**config.mk**
```make
export PLATFORM = sky130hd
export DESIGN_NAME = ddr_ca_delay_ctrl_flat
export DESIGN_NICKNAME = d
export VERILOG_FILES = /design/src/rtl/ddr_ca_delay_ctrl_if.sv /design/src/rtl/ddr_ca_delay_ctrl.sv /design/src/flat_wrapper.sv
export SDC_FILE = /design/constraint.sdc
export NUM_CORES = 1
export LEC_CHECK = 0
export BUFFER_PORTS_ARGS = -buffer_cell sky130_fd_sc_hd__clkbuf_2
export CAP_MARGIN = 0
export CORE_MARGIN = 2
export CORE_UTILIZATION = 45
export CTS_CLUSTER_SIZE = 10
export DETAILED_ROUTE_END_ITERATION = 10
export SYNTH_ARGS = -nofsm -noshare
export SYNTH_HDL_FRONTEND = slang
export SYNTH_SLANG_ARGS = --single-unit
```
**constraint.sdc**
```tcl
create_clock -name fab_clk -period 6.9 [get_ports fab_clk]
set_clock_uncertainty 0.05 [all_clocks]
set_input_delay 0 -clock fab_clk [delete_from_list [all_inputs] [get_ports fab_clk]]
set_output_delay 0 -clock fab_clk [all_outputs]
set_load 0.01 [all_outputs]
```
**src/rtl/ddr_ca_delay_ctrl_if.sv**
```systemverilog
// Command bus between the training/calibration sequencer and the CA delay-line controller.
//   cmd_valid / cmd_ready : request / accept handshake
//   cmd_op                : 00 LOAD, 01 INC, 10 DEC, 11 SET
//   cmd_lane / cmd_bcast  : target lane, or all lanes when cmd_bcast is high
//   cmd_value             : step count (INC/DEC) or absolute target tap (SET)
//   done / cmd_err        : one-cycle completion pulse and its status
interface ddr_ca_delay_ctrl_if #(
  parameter int unsigned LANE_W = 4,
  parameter int unsigned TAP_W  = 8
);
  logic              cmd_valid;
  logic              cmd_ready;
  logic [1:0]        cmd_op;
  logic [LANE_W-1:0] cmd_lane;
  logic              cmd_bcast;
  logic [TAP_W-1:0]  cmd_value;
  logic              done;
  logic              cmd_err;

  modport master (
    output cmd_valid, cmd_op, cmd_lane, cmd_bcast, cmd_value,
    input  cmd_ready, done, cmd_err
  );

  modport slave (
    input  cmd_valid, cmd_op, cmd_lane, cmd_bcast, cmd_value,
    output cmd_ready, done, cmd_err
  );
endinterface

```
**src/rtl/ddr_ca_delay_ctrl.sv**
```systemverilog
// Delay-line controller for the DDR3 address/command IOD lanes.
// Takes one tap command at a time over the cmd bus, sequences LOAD / MOVE / DIRECTION
// pulses to the lane IODs, tracks every lane's tap count and aborts on out-of-range.
//   fab_clk, arst_n          : clock, asynchronous active-low reset
//   cmd                      : command bus (slave side)
//   delay_line_load/move     : per-lane one-cycle pulses, only on the selected lanes
//   delay_line_direction     : per-lane direction, 1 = increment, held between commands
//   delay_line_out_of_range  : per-lane IOD range flag, sampled on the last gap cycle
//   err_lane / err_clr       : sticky per-lane error flags and their clear
//   rd_lane / rd_tap         : registered tap readback
module ddr_ca_delay_ctrl #(
  parameter int unsigned NUM_LANES = 14,
  parameter int unsigned TAP_W     = 8,
  parameter int unsigned MAX_TAP   = 255,
  parameter int unsigned RESET_TAP = 1,
  parameter int unsigned MOVE_GAP  = 4,
  localparam int unsigned LANE_W   = (NUM_LANES > 1) ? $clog2(NUM_LANES) : 1
) (
  input  logic                 fab_clk,
  input  logic                 arst_n,
  ddr_ca_delay_ctrl_if.slave   cmd,
  output logic [NUM_LANES-1:0] delay_line_load,
  output logic [NUM_LANES-1:0] delay_line_move,
  output logic [NUM_LANES-1:0] delay_line_direction,
  input  logic [NUM_LANES-1:0] delay_line_out_of_range,
  output logic [NUM_LANES-1:0] err_lane,
  input  logic                 err_clr,
  input  logic [LANE_W-1:0]    rd_lane,
  output logic [TAP_W-1:0]     rd_tap
);

  localparam logic [1:0] OpLoad = 2'b00;
  localparam logic [1:0] OpInc  = 2'b01;
  localparam logic [1:0] OpDec  = 2'b10;
  localparam logic [1:0] OpSet  = 2'b11;

  typedef enum logic [2:0] {StIdle, StLoad, StSetup, StMove, StGap, StFin} state_e;

  state_e               state_q, state_d;
  logic [NUM_LANES-1:0] mask_q, mask_d;
  logic                 inc_q, inc_d;
  logic [TAP_W-1:0]     rem_q, rem_d;
  logic [3:0]           gap_q, gap_d;
  logic                 err_q, err_d;
  logic [NUM_LANES-1:0] dir_q, dir_d;
  logic [NUM_LANES-1:0] err_lane_q;
  logic [TAP_W-1:0]     rd_tap_q;
  logic [TAP_W-1:0]     tap_q [NUM_LANES];

  logic [NUM_LANES-1:0] acc_mask;
  logic [NUM_LANES-1:0] limit_hit;
  logic [NUM_LANES-1:0] oor_hit;
  logic [NUM_LANES-1:0] err_set;
  logic [TAP_W-1:0]     cur_tap;
  logic [TAP_W-1:0]     rd_sel;
  logic                 lane_ok;

  // Lane decode, tracked-count lookups and the pre-move limit check.
  always_comb begin
    acc_mask  = '0;
    limit_hit = '0;
    cur_tap   = '0;
    rd_sel    = '0;
    for (int i = 0; i < NUM_LANES; i++) begin
      if (cmd.cmd_bcast || (cmd.cmd_lane == LANE_W'(i))) acc_mask[i] = 1'b1;
      if (cmd.cmd_lane == LANE_W'(i)) cur_tap = tap_q[i];
      if (rd_lane == LANE_W'(i)) rd_sel = tap_q[i];
      if (mask_q[i] && (inc_q ? (tap_q[i] == TAP_W'(MAX_TAP)) : (tap_q[i] == '0))) begin
        limit_hit[i] = 1'b1;
      end
    end
    lane_ok = cmd.cmd_bcast || (32'(cmd.cmd_lane) < NUM_LANES);
    oor_hit = mask_q & delay_line_out_of_range;
  end

  always_comb begin
    state_d = state_q;
    mask_d  = mask_q;
    inc_d   = inc_q;
    rem_d   = rem_q;
    gap_d   = gap_q;
    err_d   = err_q;
    dir_d   = dir_q;
    err_set = '0;
    unique case (state_q)
      StIdle: begin
        if (cmd.cmd_valid) begin
          mask_d = acc_mask;
          err_d  = 1'b0;
          if (!lane_ok) begin
            err_d   = 1'b1;
            state_d = StFin;
          end else begin
            unique case (cmd.cmd_op)
              OpLoad: state_d = StLoad;
              OpInc, OpDec: begin
                inc_d = (cmd.cmd_op == OpInc);
                rem_d = cmd.cmd_value;
                if (cmd.cmd_value == '0) begin
                  state_d = StFin;
                end else begin
                  state_d = StSetup;
                  dir_d   = (dir_q & ~acc_mask) | ((cmd.cmd_op == OpInc) ? acc_mask : '0);
                end
              end
              OpSet: begin
                if (cmd.cmd_bcast || (32'(cmd.cmd_value) > MAX_TAP)) begin
                  err_d   = 1'b1;
                  state_d = StFin;
                end else if (cmd.cmd_value == cur_tap) begin
                  state_d = StFin;
                end else begin
                  // SET becomes a relative move of |target - current| steps.
                  inc_d   = (cmd.cmd_value > cur_tap);
                  rem_d   = (cmd.cmd_value > cur_tap) ? (cmd.cmd_value - cur_tap)
                                                      : (cur_tap - cmd.cmd_value);
                  dir_d   = (dir_q & ~acc_mask) | ((cmd.cmd_value > cur_tap) ? acc_mask : '0);
                  state_d = StSetup;
                end
              end
              default: state_d = StFin;
            endcase
          end
        end
      end
      StLoad: state_d = StFin;
      StSetup: begin
        if (|limit_hit) begin
          err_set = limit_hit;
          err_d   = 1'b1;
          state_d = StFin;
        end else begin
          state_d = StMove;
        end
      end
      StMove: begin
        rem_d   = rem_q - TAP_W'(1);
        gap_d   = 4'(MOVE_GAP - 1);
        state_d = StGap;
      end
      StGap: begin
        if (gap_q != '0) begin
          gap_d = gap_q - 4'd1;
        end else if (|oor_hit) begin
          // The IOD flag is only trusted once the delay line has settled.
          err_set = oor_hit;
          err_d   = 1'b1;
          state_d = StFin;
        end else if (rem_q == '0) begin
          state_d = StFin;
        end else if (|limit_hit) begin
          err_set = limit_hit;
          err_d   = 1'b1;
          state_d = StFin;
        end else begin
          state_d = StMove;
        end
      end
      StFin: state_d = StIdle;
      default: state_d = StIdle;
    endcase
  end

  always_ff @(posedge fab_clk or negedge arst_n) begin
    if (!arst_n) begin
      state_q    <= StIdle;
      mask_q     <= '0;
      inc_q      <= 1'b0;
      rem_q      <= '0;
      gap_q      <= '0;
      err_q      <= 1'b0;
      dir_q      <= '0;
      err_lane_q <= '0;
      rd_tap_q   <= '0;
    end else begin
      state_q    <= state_d;
      mask_q     <= mask_d;
      inc_q      <= inc_d;
      rem_q      <= rem_d;
      gap_q      <= gap_d;
      err_q      <= err_d;
      dir_q      <= dir_d;
      // A new error outranks a simultaneous clear.
      err_lane_q <= (err_lane_q & ~{NUM_LANES{err_clr}}) | err_set;
      rd_tap_q   <= rd_sel;
    end
  end

  always_ff @(posedge fab_clk or negedge arst_n) begin
    if (!arst_n) begin
      for (int i = 0; i < NUM_LANES; i++) tap_q[i] <= TAP_W'(RESET_TAP);
    end else begin
      for (int i = 0; i < NUM_LANES; i++) begin
        if (mask_q[i] && (state_q == StLoad)) begin
          tap_q[i] <= TAP_W'(RESET_TAP);
        end else if (mask_q[i] && (state_q == StMove)) begin
          tap_q[i] <= inc_q ? (tap_q[i] + TAP_W'(1)) : (tap_q[i] - TAP_W'(1));
        end
      end
    end
  end

  assign cmd.cmd_ready         = (state_q == StIdle);
  assign cmd.done              = (state_q == StFin);
  assign cmd.cmd_err           = (state_q == StFin) && err_q;
  assign delay_line_load       = (state_q == StLoad) ? mask_q : '0;
  assign delay_line_move       = (state_q == StMove) ? mask_q : '0;
  assign delay_line_direction  = dir_q;
  assign err_lane              = err_lane_q;
  assign rd_tap                = rd_tap_q;

endmodule

```
**src/flat_wrapper.sv**
```systemverilog
// flat-port wrapper written by rule: the top's interface ports become plain ports
module ddr_ca_delay_ctrl_flat 
#(
  parameter int unsigned NUM_LANES = 14,
  parameter int unsigned TAP_W     = 8,
  parameter int unsigned MAX_TAP   = 255,
  parameter int unsigned RESET_TAP = 1,
  parameter int unsigned MOVE_GAP  = 4,
  localparam int unsigned LANE_W   = (NUM_LANES > 1) ? $clog2(NUM_LANES) : 1
)
  (fab_clk, arst_n, delay_line_load, delay_line_move, delay_line_direction, delay_line_out_of_range, err_lane, err_clr, rd_lane, rd_tap, cmd_cmd_valid, cmd_cmd_op, cmd_cmd_lane, cmd_cmd_bcast, cmd_cmd_value, cmd_cmd_ready, cmd_done, cmd_cmd_err);
  ddr_ca_delay_ctrl_if #(.LANE_W((4)), .TAP_W(TAP_W)) cmd_i ();
  input  logic fab_clk;
  input  logic arst_n;
  output logic [NUM_LANES-1:0] delay_line_load;
  output logic [NUM_LANES-1:0] delay_line_move;
  output logic [NUM_LANES-1:0] delay_line_direction;
  input  logic [NUM_LANES-1:0] delay_line_out_of_range;
  output logic [NUM_LANES-1:0] err_lane;
  input  logic err_clr;
  input  logic [LANE_W-1:0] rd_lane;
  output logic [TAP_W-1:0] rd_tap;
  input wire logic [$bits(cmd_i.cmd_valid)-1:0] cmd_cmd_valid;
  input wire logic [$bits(cmd_i.cmd_op)-1:0] cmd_cmd_op;
  input wire logic [$bits(cmd_i.cmd_lane)-1:0] cmd_cmd_lane;
  input wire logic [$bits(cmd_i.cmd_bcast)-1:0] cmd_cmd_bcast;
  input wire logic [$bits(cmd_i.cmd_value)-1:0] cmd_cmd_value;
  output wire logic [$bits(cmd_i.cmd_ready)-1:0] cmd_cmd_ready;
  output wire logic [$bits(cmd_i.done)-1:0] cmd_done;
  output wire logic [$bits(cmd_i.cmd_err)-1:0] cmd_cmd_err;
  assign cmd_i.cmd_valid = cmd_cmd_valid;
  assign cmd_i.cmd_op = cmd_cmd_op;
  assign cmd_i.cmd_lane = cmd_cmd_lane;
  assign cmd_i.cmd_bcast = cmd_cmd_bcast;
  assign cmd_i.cmd_value = cmd_cmd_value;
  assign cmd_cmd_ready = cmd_i.cmd_ready;
  assign cmd_done = cmd_i.done;
  assign cmd_cmd_err = cmd_i.cmd_err;
  ddr_ca_delay_ctrl #(.NUM_LANES(NUM_LANES), .TAP_W(TAP_W), .MAX_TAP(MAX_TAP), .RESET_TAP(RESET_TAP), .MOVE_GAP(MOVE_GAP)) u_core (.fab_clk(fab_clk), .arst_n(arst_n), .cmd(cmd_i), .delay_line_load(delay_line_load), .delay_line_move(delay_line_move), .delay_line_direction(delay_line_direction), .delay_line_out_of_range(delay_line_out_of_range), .err_lane(err_lane), .err_clr(err_clr), .rd_lane(rd_lane), .rd_tap(rd_tap));
endmodule
```
=== Yosys cells after proc, flatten, opt, wreduce, memory -nomap -nowiden ===
Cells that the tools add are included.

* $add $sub $neg: 32
* Order comparisons: 2
* Equal/unequal tests: 60
* Mux-type cells: 157
* Bitwise gates (word level): 8
* Reductions and logical operators: 107

{| class="wikitable"
|+ Operators by type and width
! kind !! number
|-
| 8-bit 2-to-1 mux || 75
|-
| 14-bit 2-to-1 mux || 11
|-
| 8-bit zero test || 16
|-
| 8-bit by 1-bit subtractor with 8-bit output, second input constant || 15
|-
| 8-bit by 1-bit adder with 8-bit output, second input constant || 14
|-
| 8-bit equality test, second input constant || 14
|-
| 14-bit one-hot mux with 2 select lines || 2
|-
| 1-bit 2-to-1 mux || 52
|-
| 4-bit equality test, second input constant || 12
|-
| 1-bit logical AND || 43
|-
| 14-bit bitwise AND || 3
|-
| 14-bit OR || 3
|-
| 2-bit nonzero test || 17
|-
| 4-bit by 3-bit equality test with 1-bit output, second input constant || 8
|-
| 8-bit one-hot mux with 2 select lines || 2
|-
| 14-bit inverter || 2
|-
| 14-bit OR reduction || 2
|-
| 3-bit 2-to-1 mux || 9
|-
| 4-bit by 2-bit equality test with 1-bit output, second input constant || 4
|-
| 8-bit subtractor || 2
|-
| 1-bit logical OR || 15
|-
| 3-bit one-hot mux with 5 select lines || 1
|-
| 6-bit AND reduction || 2
|-
| 2-bit != test, second input constant || 5
|-
| other kinds (28) || 37
|}

* Register bits: 179
* Input port bits: 37
* Output and inout bits: 67
* Word-level logic and storage cells: 389

=== Depth between registers and ports, before layout ===
* Word-level depth: 23
* Gate-level depth with buffers: 19
* Gate-level depth less buffers: 17

=== Worst setup path before layout ===
No wires, ideal clock.

* Path type: flip-flop to flip-flop
* Start: register u_core.inc_q
* End: register u_core.tap_q[103] (netlist bit)
* Setup time: 0.126 ns
* Data arrival time: 5.424 ns
* Slack: 1.300 ns
* Stages on the path, launching flop included: 13
* Period minus slack after synthesis: 5.600 ns
* Cell sequence: dfrtp_1 buf_4 buf_2 inv_2 clkbuf_1 ha_1 a21o_1 a21oi_1 nor2b_1 o21a_1 o41ai_4 xnor2_1 a311o_1

* Cells in the longest elaborated chain, start to end: 3

{| class="wikitable"
|+ RTL lines
! element !! line !! source
|-
| start: declaration || ddr_ca_delay_ctrl.sv:41 || <nowiki>logic inc_q, inc_d;</nowiki>
|-
| start signal: assignment || ddr_ca_delay_ctrl.sv:178 || <nowiki>inc_q <= inc_d;</nowiki>
|-
| 8-bit 2-to-1 mux || ddr_ca_delay_ctrl.sv:197 || <nowiki>tap_q[i] <= inc_q ? (tap_q[i] + TAP_W'(1)) : (tap_q[i] - TAP_W'(1));</nowiki>
|-
| 8-bit 2-to-1 mux || ddr_ca_delay_ctrl.sv:196 || <nowiki>end else if (mask_q[i] && (state_q == StMove)) begin</nowiki>
|-
| 8-bit 2-to-1 mux || ddr_ca_delay_ctrl.sv:194 || <nowiki>if (mask_q[i] && (state_q == StLoad)) begin</nowiki>
|-
| end signal: indexed assignment || ddr_ca_delay_ctrl.sv:195 || <nowiki>tap_q[i] <= TAP_W'(RESET_TAP);</nowiki>
|-
| end signal: indexed assignment || ddr_ca_delay_ctrl.sv:197 ||
|-
| end: declaration || ddr_ca_delay_ctrl.sv:48 || <nowiki>logic [TAP_W-1:0] tap_q [NUM_LANES];</nowiki>
|}

Every way passes these cells. The select of a mux whose other input is x is not followed.
A chain may end at the register's enable or synchronous reset.

=== Worst setup path after layout ===
* Start: input port cmd_cmd_lane[0]
* End: register u_core.rem_q[7]

* Cells in the longest elaborated chain, start to end: 23
* Elaborated cells between the ends (all ways): 44

{| class="wikitable"
|+ RTL lines
! element !! line !! source
|-
| start: declaration || flat_wrapper.sv:25 || <nowiki>input wire logic [$bits(cmd_i.cmd_lane)-1:0] cmd_cmd_lane;</nowiki>
|-
| 4-bit zero test || ddr_ca_delay_ctrl.sv:66 || <nowiki>if (cmd.cmd_lane == LANE_W'(i)) cur_tap = tap_q[i];</nowiki>
|-
| 8-bit 2-to-1 mux (14 in a row) || ddr_ca_delay_ctrl.sv:66 ||
|-
| 8-bit subtractor (tied with other cells) || ddr_ca_delay_ctrl.sv:116 || <nowiki>: (cur_tap - cmd.cmd_value);</nowiki>
|-
| 8-bit 2-to-1 mux || ddr_ca_delay_ctrl.sv:115 || <nowiki>rem_d = (cmd.cmd_value > cur_tap) ? (cmd.cmd_value - cur_tap)</nowiki>
|-
| 8-bit 2-to-1 mux || ddr_ca_delay_ctrl.sv:110 || <nowiki>end else if (cmd.cmd_value == cur_tap) begin</nowiki>
|-
| 8-bit 2-to-1 mux || ddr_ca_delay_ctrl.sv:107 || <nowiki>if (cmd.cmd_bcast || (32'(cmd.cmd_value) > MAX_TAP)) begin</nowiki>
|-
| 8-bit one-hot mux with 2 select lines || ddr_ca_delay_ctrl.sv:94 || <nowiki>unique case (cmd.cmd_op)</nowiki>
|-
| 8-bit 2-to-1 mux || ddr_ca_delay_ctrl.sv:90 || <nowiki>if (!lane_ok) begin</nowiki>
|-
| 8-bit 2-to-1 mux || ddr_ca_delay_ctrl.sv:87 || <nowiki>if (cmd.cmd_valid) begin</nowiki>
|-
| 8-bit one-hot mux with 2 select lines || ddr_ca_delay_ctrl.sv:85 || <nowiki>unique case (state_q)</nowiki>
|-
| end signal: assignment || ddr_ca_delay_ctrl.sv:179 || <nowiki>rem_q <= rem_d;</nowiki>
|-
| end: declaration || ddr_ca_delay_ctrl.sv:42 || <nowiki>logic [TAP_W-1:0] rem_q, rem_d;</nowiki>
|}

Parallel ways exist; a longest one is shown, timed or not. The select of a mux whose other input is x is not followed.

==> metrics.md <==
| Metric | Value |
|---|---|
| Final cycle utilization of the critical path | 0.607 |
| Register area | 4500 µm² |
| Switching part of the total | 0.491 |
| Area share of the largest cell type after synthesis | 0.282 |
| Worst slew margin | 0.239 |
| Psw | 0.00380 W |
| Ys flop type | dfrtp_1 |
| Synth Instances | 1695 |
| Outcome | finished, final reports clean |
| Post-DP Area | between 15000 and 20000 µm² |
| Yosys reg bits | approximately 180 |
| Max Fclk | 239 MHz |
| CTS sink count | 179 |
| RSZ-0062 raised after global routing | no |
| X dimension of the die | 185 µm |
| Multi-input logic area | around 9600 µm² |
| # diodes | 0 |
| Post-CTS setup buffers | 0 |
| Setup-failing EPs final | 0 |
| Final wirelength | about 50 mm |
| Mean Syn Cell Area | a little under 9 µm² |
| Clock Tree Buf Depth | 2 |
| Nets | 1940 |
| Ys Warns | 0 |
| Via count | ~14000 |
| Grt total ovfl | 0 |
| CP Launch Type | input port |
| Finished Cell Area | between 15000 and 20000 µm² |
| Die height | about 180 µm |
| Synth area leader | dfrtp_1 |
| R2r setup slk | approximately 2.8 ns |
| Synth top area cells | dfrtp_1, ha_1, nand2_1 |
| Clk Latency, worst-skew pair | 0.47 ns |
| CTS root buf | clkbuf_16 |
| Port bufs | 103 |
| DP Wirelength | between 30 and 40 mm |
| Max Cap Viol | 0 |
| Vias in the first global route | between 10000 and 15000 |
| Clock power frac | 0.131 |
| First-pass GRT wire length | roughly 77 mm |
| Via density | about 6.2 |
| Fillers | ~3000 |
| Unique cell type count in the Yosys netlist | a little over 80 |
| Final Hold Fails | 0 |
| Avg WL per Cell | around 22 µm |
| Static Leakage | between 7 and 8 nW |
| Fraction of layout cells with a size suffix above 1 | 0.126 |
| Async SR Flop Fraction | 1.00 |
| Part of the power in combinational logic | 0.573 |
| CTS Buf Count | 17 |
| Pins Over Slew Limit | 0 |
| Crit Path Category | input port to flop |
| DRT Pass-1 Iters | 6 |
| I/O pin cnt | 104 |
| Tightest Pin Transition | roughly 1.1 ns |
| Number of flops mapped to enable cells by yosys | 0 |
| Routability congestion estimate | 0.993 |
| GRT Resource Usage Total | 0.297 |
| Post-CTS sizing | 0 |
| Critical path data required time | between 7 and 8 ns |
| Internal | between 0.003 and 0.004 W |
| Max rail drop VDD | between 0.0002 and 0.00025 V |
| Rows | between 60 and 70 |
| Crit Path Max Fanout | 33 |
| Layout area overhead | 11.4% |
| Initial antenna violation count | 4 |
| DRT iter0 DRCs | 1205 |
| Core area | 32300 µm² |
| Largest net degree at the start of global routing | 111 |
| Initial Util | 0.454 |
| Worst hold path class | input port to flop |
| Pwr Density | between 400 and 500 nW/µm² |
| Seq/Total Area, Yosys | 0.307 |
| Mapped Nets | between 1500 and 2000 |
| Tmin final | about 4.2 ns |
| # DRC | 0 |
| Reg power frac | 0.296 |
| Full die area | roughly 34000 µm² |
| Clock H-tree levels | 4 |
| CTS tree | done |
| Residual antenna-violating net count after detailed routing | 0 |
| Arr. time, crit path | roughly 4.5 ns |
| Setup TNS Final | 0 ns |
| Synthesized area | between 10000 and 15000 µm² |
| Reg clk slew, reported paths | around 0.070 ns |
| Crit end category | flop |
[routing by layer]
layer / track usage / up-vias / wire length [µm]
li1: - / 6430 / -
met2: 0.453 / 541 / 21500
met1: 0.411 / 6696 / 22400
met3: 0.0658 / 107 / 3690
met5: 0 / - / 42
met4: 0.113 / 6 / 1720
[state kept, by name (all words and copies together) (netlist names)]
register	cells
u_core.mask_q	14
u_core.tap_q	112
u_core.rd_tap	8
u_core.state_q	3
u_core.err_q	1
u_core.gap_q	4
u_core.inc_q	1
u_core.delay_line_direction	14
u_core.rem_q	8
u_core.err_lane	14
[logic make-up after synthesis]
family	after synthesis	synth area share
DFF	179	0.307
adders and majority gates	121	0.111
xor gates and xnor gates	85	0.0508
muxes	82	0.0677
buffers and inverters	149	0.0423
AOI/OAI and AO/OA	520	0.242
and+or+nand+nor	559	0.179
[cells in the mapped netlist (8+ instances only)]
library cell and n:
nor2b_1 21, mux2i_1 44, a211oi_1 16, nor2_1 130, xor2_1 49, nor4_1 34, and3_1 20, buf_2 21
nand2b_1 8, clkbuf_1 33, a22o_1 10, nand2_1 197, and2_1 21, a311o_1 8, nor3_1 41, a22oi_1 16
o21ai_0 145, mux4_2 11, o21a_1 15, o22ai_1 14, inv_1 78, ha_1 105, mux2_2 26, xnor2_1 36
nand3_1 37, nand4_1 34, o21bai_1 15, dfrtp_1 165, o2bb2ai_1 8, dfstp_2 14, fa_1 16, a21oi_1 118
o221ai_1 12, a21o_1 55, a31oi_1 11
[cell usage in the layout (no fill, tap or decap), types with 7 or more instances in the layout]
master / n
and3_1: 20
mux2_2: 26
nor4_1: 34
a22oi_1: 16
a211oi_1: 16
a32oi_1: 7
nor2b_1: 19
and2_1: 21
a31oi_1: 11
o41ai_4: 7
nor2_1: 130
mux4_2: 11
nand2_1: 197
o221ai_1: 12
xnor2_1: 36
dfstp_2: 14
ha_1: 105
o21a_1: 15
a22o_1: 10
inv_1: 78
a311o_1: 8
nand3_1: 37
o21bai_1: 15
dlygate4sd3_1: 23
nand4_1: 34
o2bb2ai_1: 8
nor3_1: 41
a21oi_1: 118
o21ai_0: 145
buf_4: 9
dfrtp_1: 164
o32ai_1: 7
clkbuf_2: 102
mux2i_1: 44
xor2_1: 49
clkbuf_16: 17
a21o_1: 55
o22ai_1: 14
nand2b_1: 8
fa_1: 16
[final timing paths]
path | start | end | cells past startpoint
worst max-delay path | cmd_cmd_lane[0] | u_core.rem_q[7] | 14
worst min-delay path | err_clr | u_core.err_lane[11] | 4
worst max register to register | u_core.tap_q[84] | u_core.rem_q[7] | 14
worst min register to register | u_core.gap_q[0] | u_core.gap_q[0] | 1
max in group asynchronous | arst_n | u_core.inc_q | 3
min in group asynchronous | arst_n | u_core.tap_q[74] | 2
[power groups by stage]
stage / Clock [W] / Sequential [W] / Combinational [W]
5_1_grt: 0.00107 / 0.00233 / 0.00498
3_3_place_gp: 0 / 0.00226 / 0.00428
2_1_floorplan: 0 / 0.00189 / 0.00350
6_report: 0.00101 / 0.00229 / 0.00443
3_5_place_dp: 0 / 0.00227 / 0.00440
4_1_cts: 0.00103 / 0.00225 / 0.00442
[layout make-up]
cell class,instances,area share
clock buffers,17,0.0260
inverters,82,0.0190
clock inverters,15,0.0106
flip-flops and latches,179,0.275
multi-input cells,1367,0.585
well taps,442,0.0339
repair buffers,135,0.0503
[metrics by stage]
stage	total power, W	utilization	cells	hold slack (ns)	setup WS [ns]
floorplan	0.00539	-	1695	-0.346	1.30
global placement	0.00655	0.480	2182	0.145	2.39
detailed placement	0.00666	0.480	2182	0.144	2.34
CTS	0.00770	0.506	2237	0.0192	2.79
global route	0.00839	0.506	2237	0.0630	2.38
finish	0.00773	0.506	2237	0.0491	2.71
[what timing repair did]
item                       in CTS  in global routing
hold buffers                   23                  0
hold endpoints to repair      120                  0
setup endpoints to repair       0                  0
[worst max-delay path, cell delays in order]
cell	delay, ns
clkbuf_2	0.64
nor2b_1	0.76
nand3_1	0.43
o22ai_1	0.28
nor2_1	0.07
o21a_1	0.13
ha_1	0.37
a211oi_1	0.27
nor2_1	0.14
o31ai_4	0.45
a311oi_2	0.09
o32ai_1	0.37
mux2_1	0.38
o22ai_2	0.13
No activity file was read; power rests on OpenSTA's default activity.
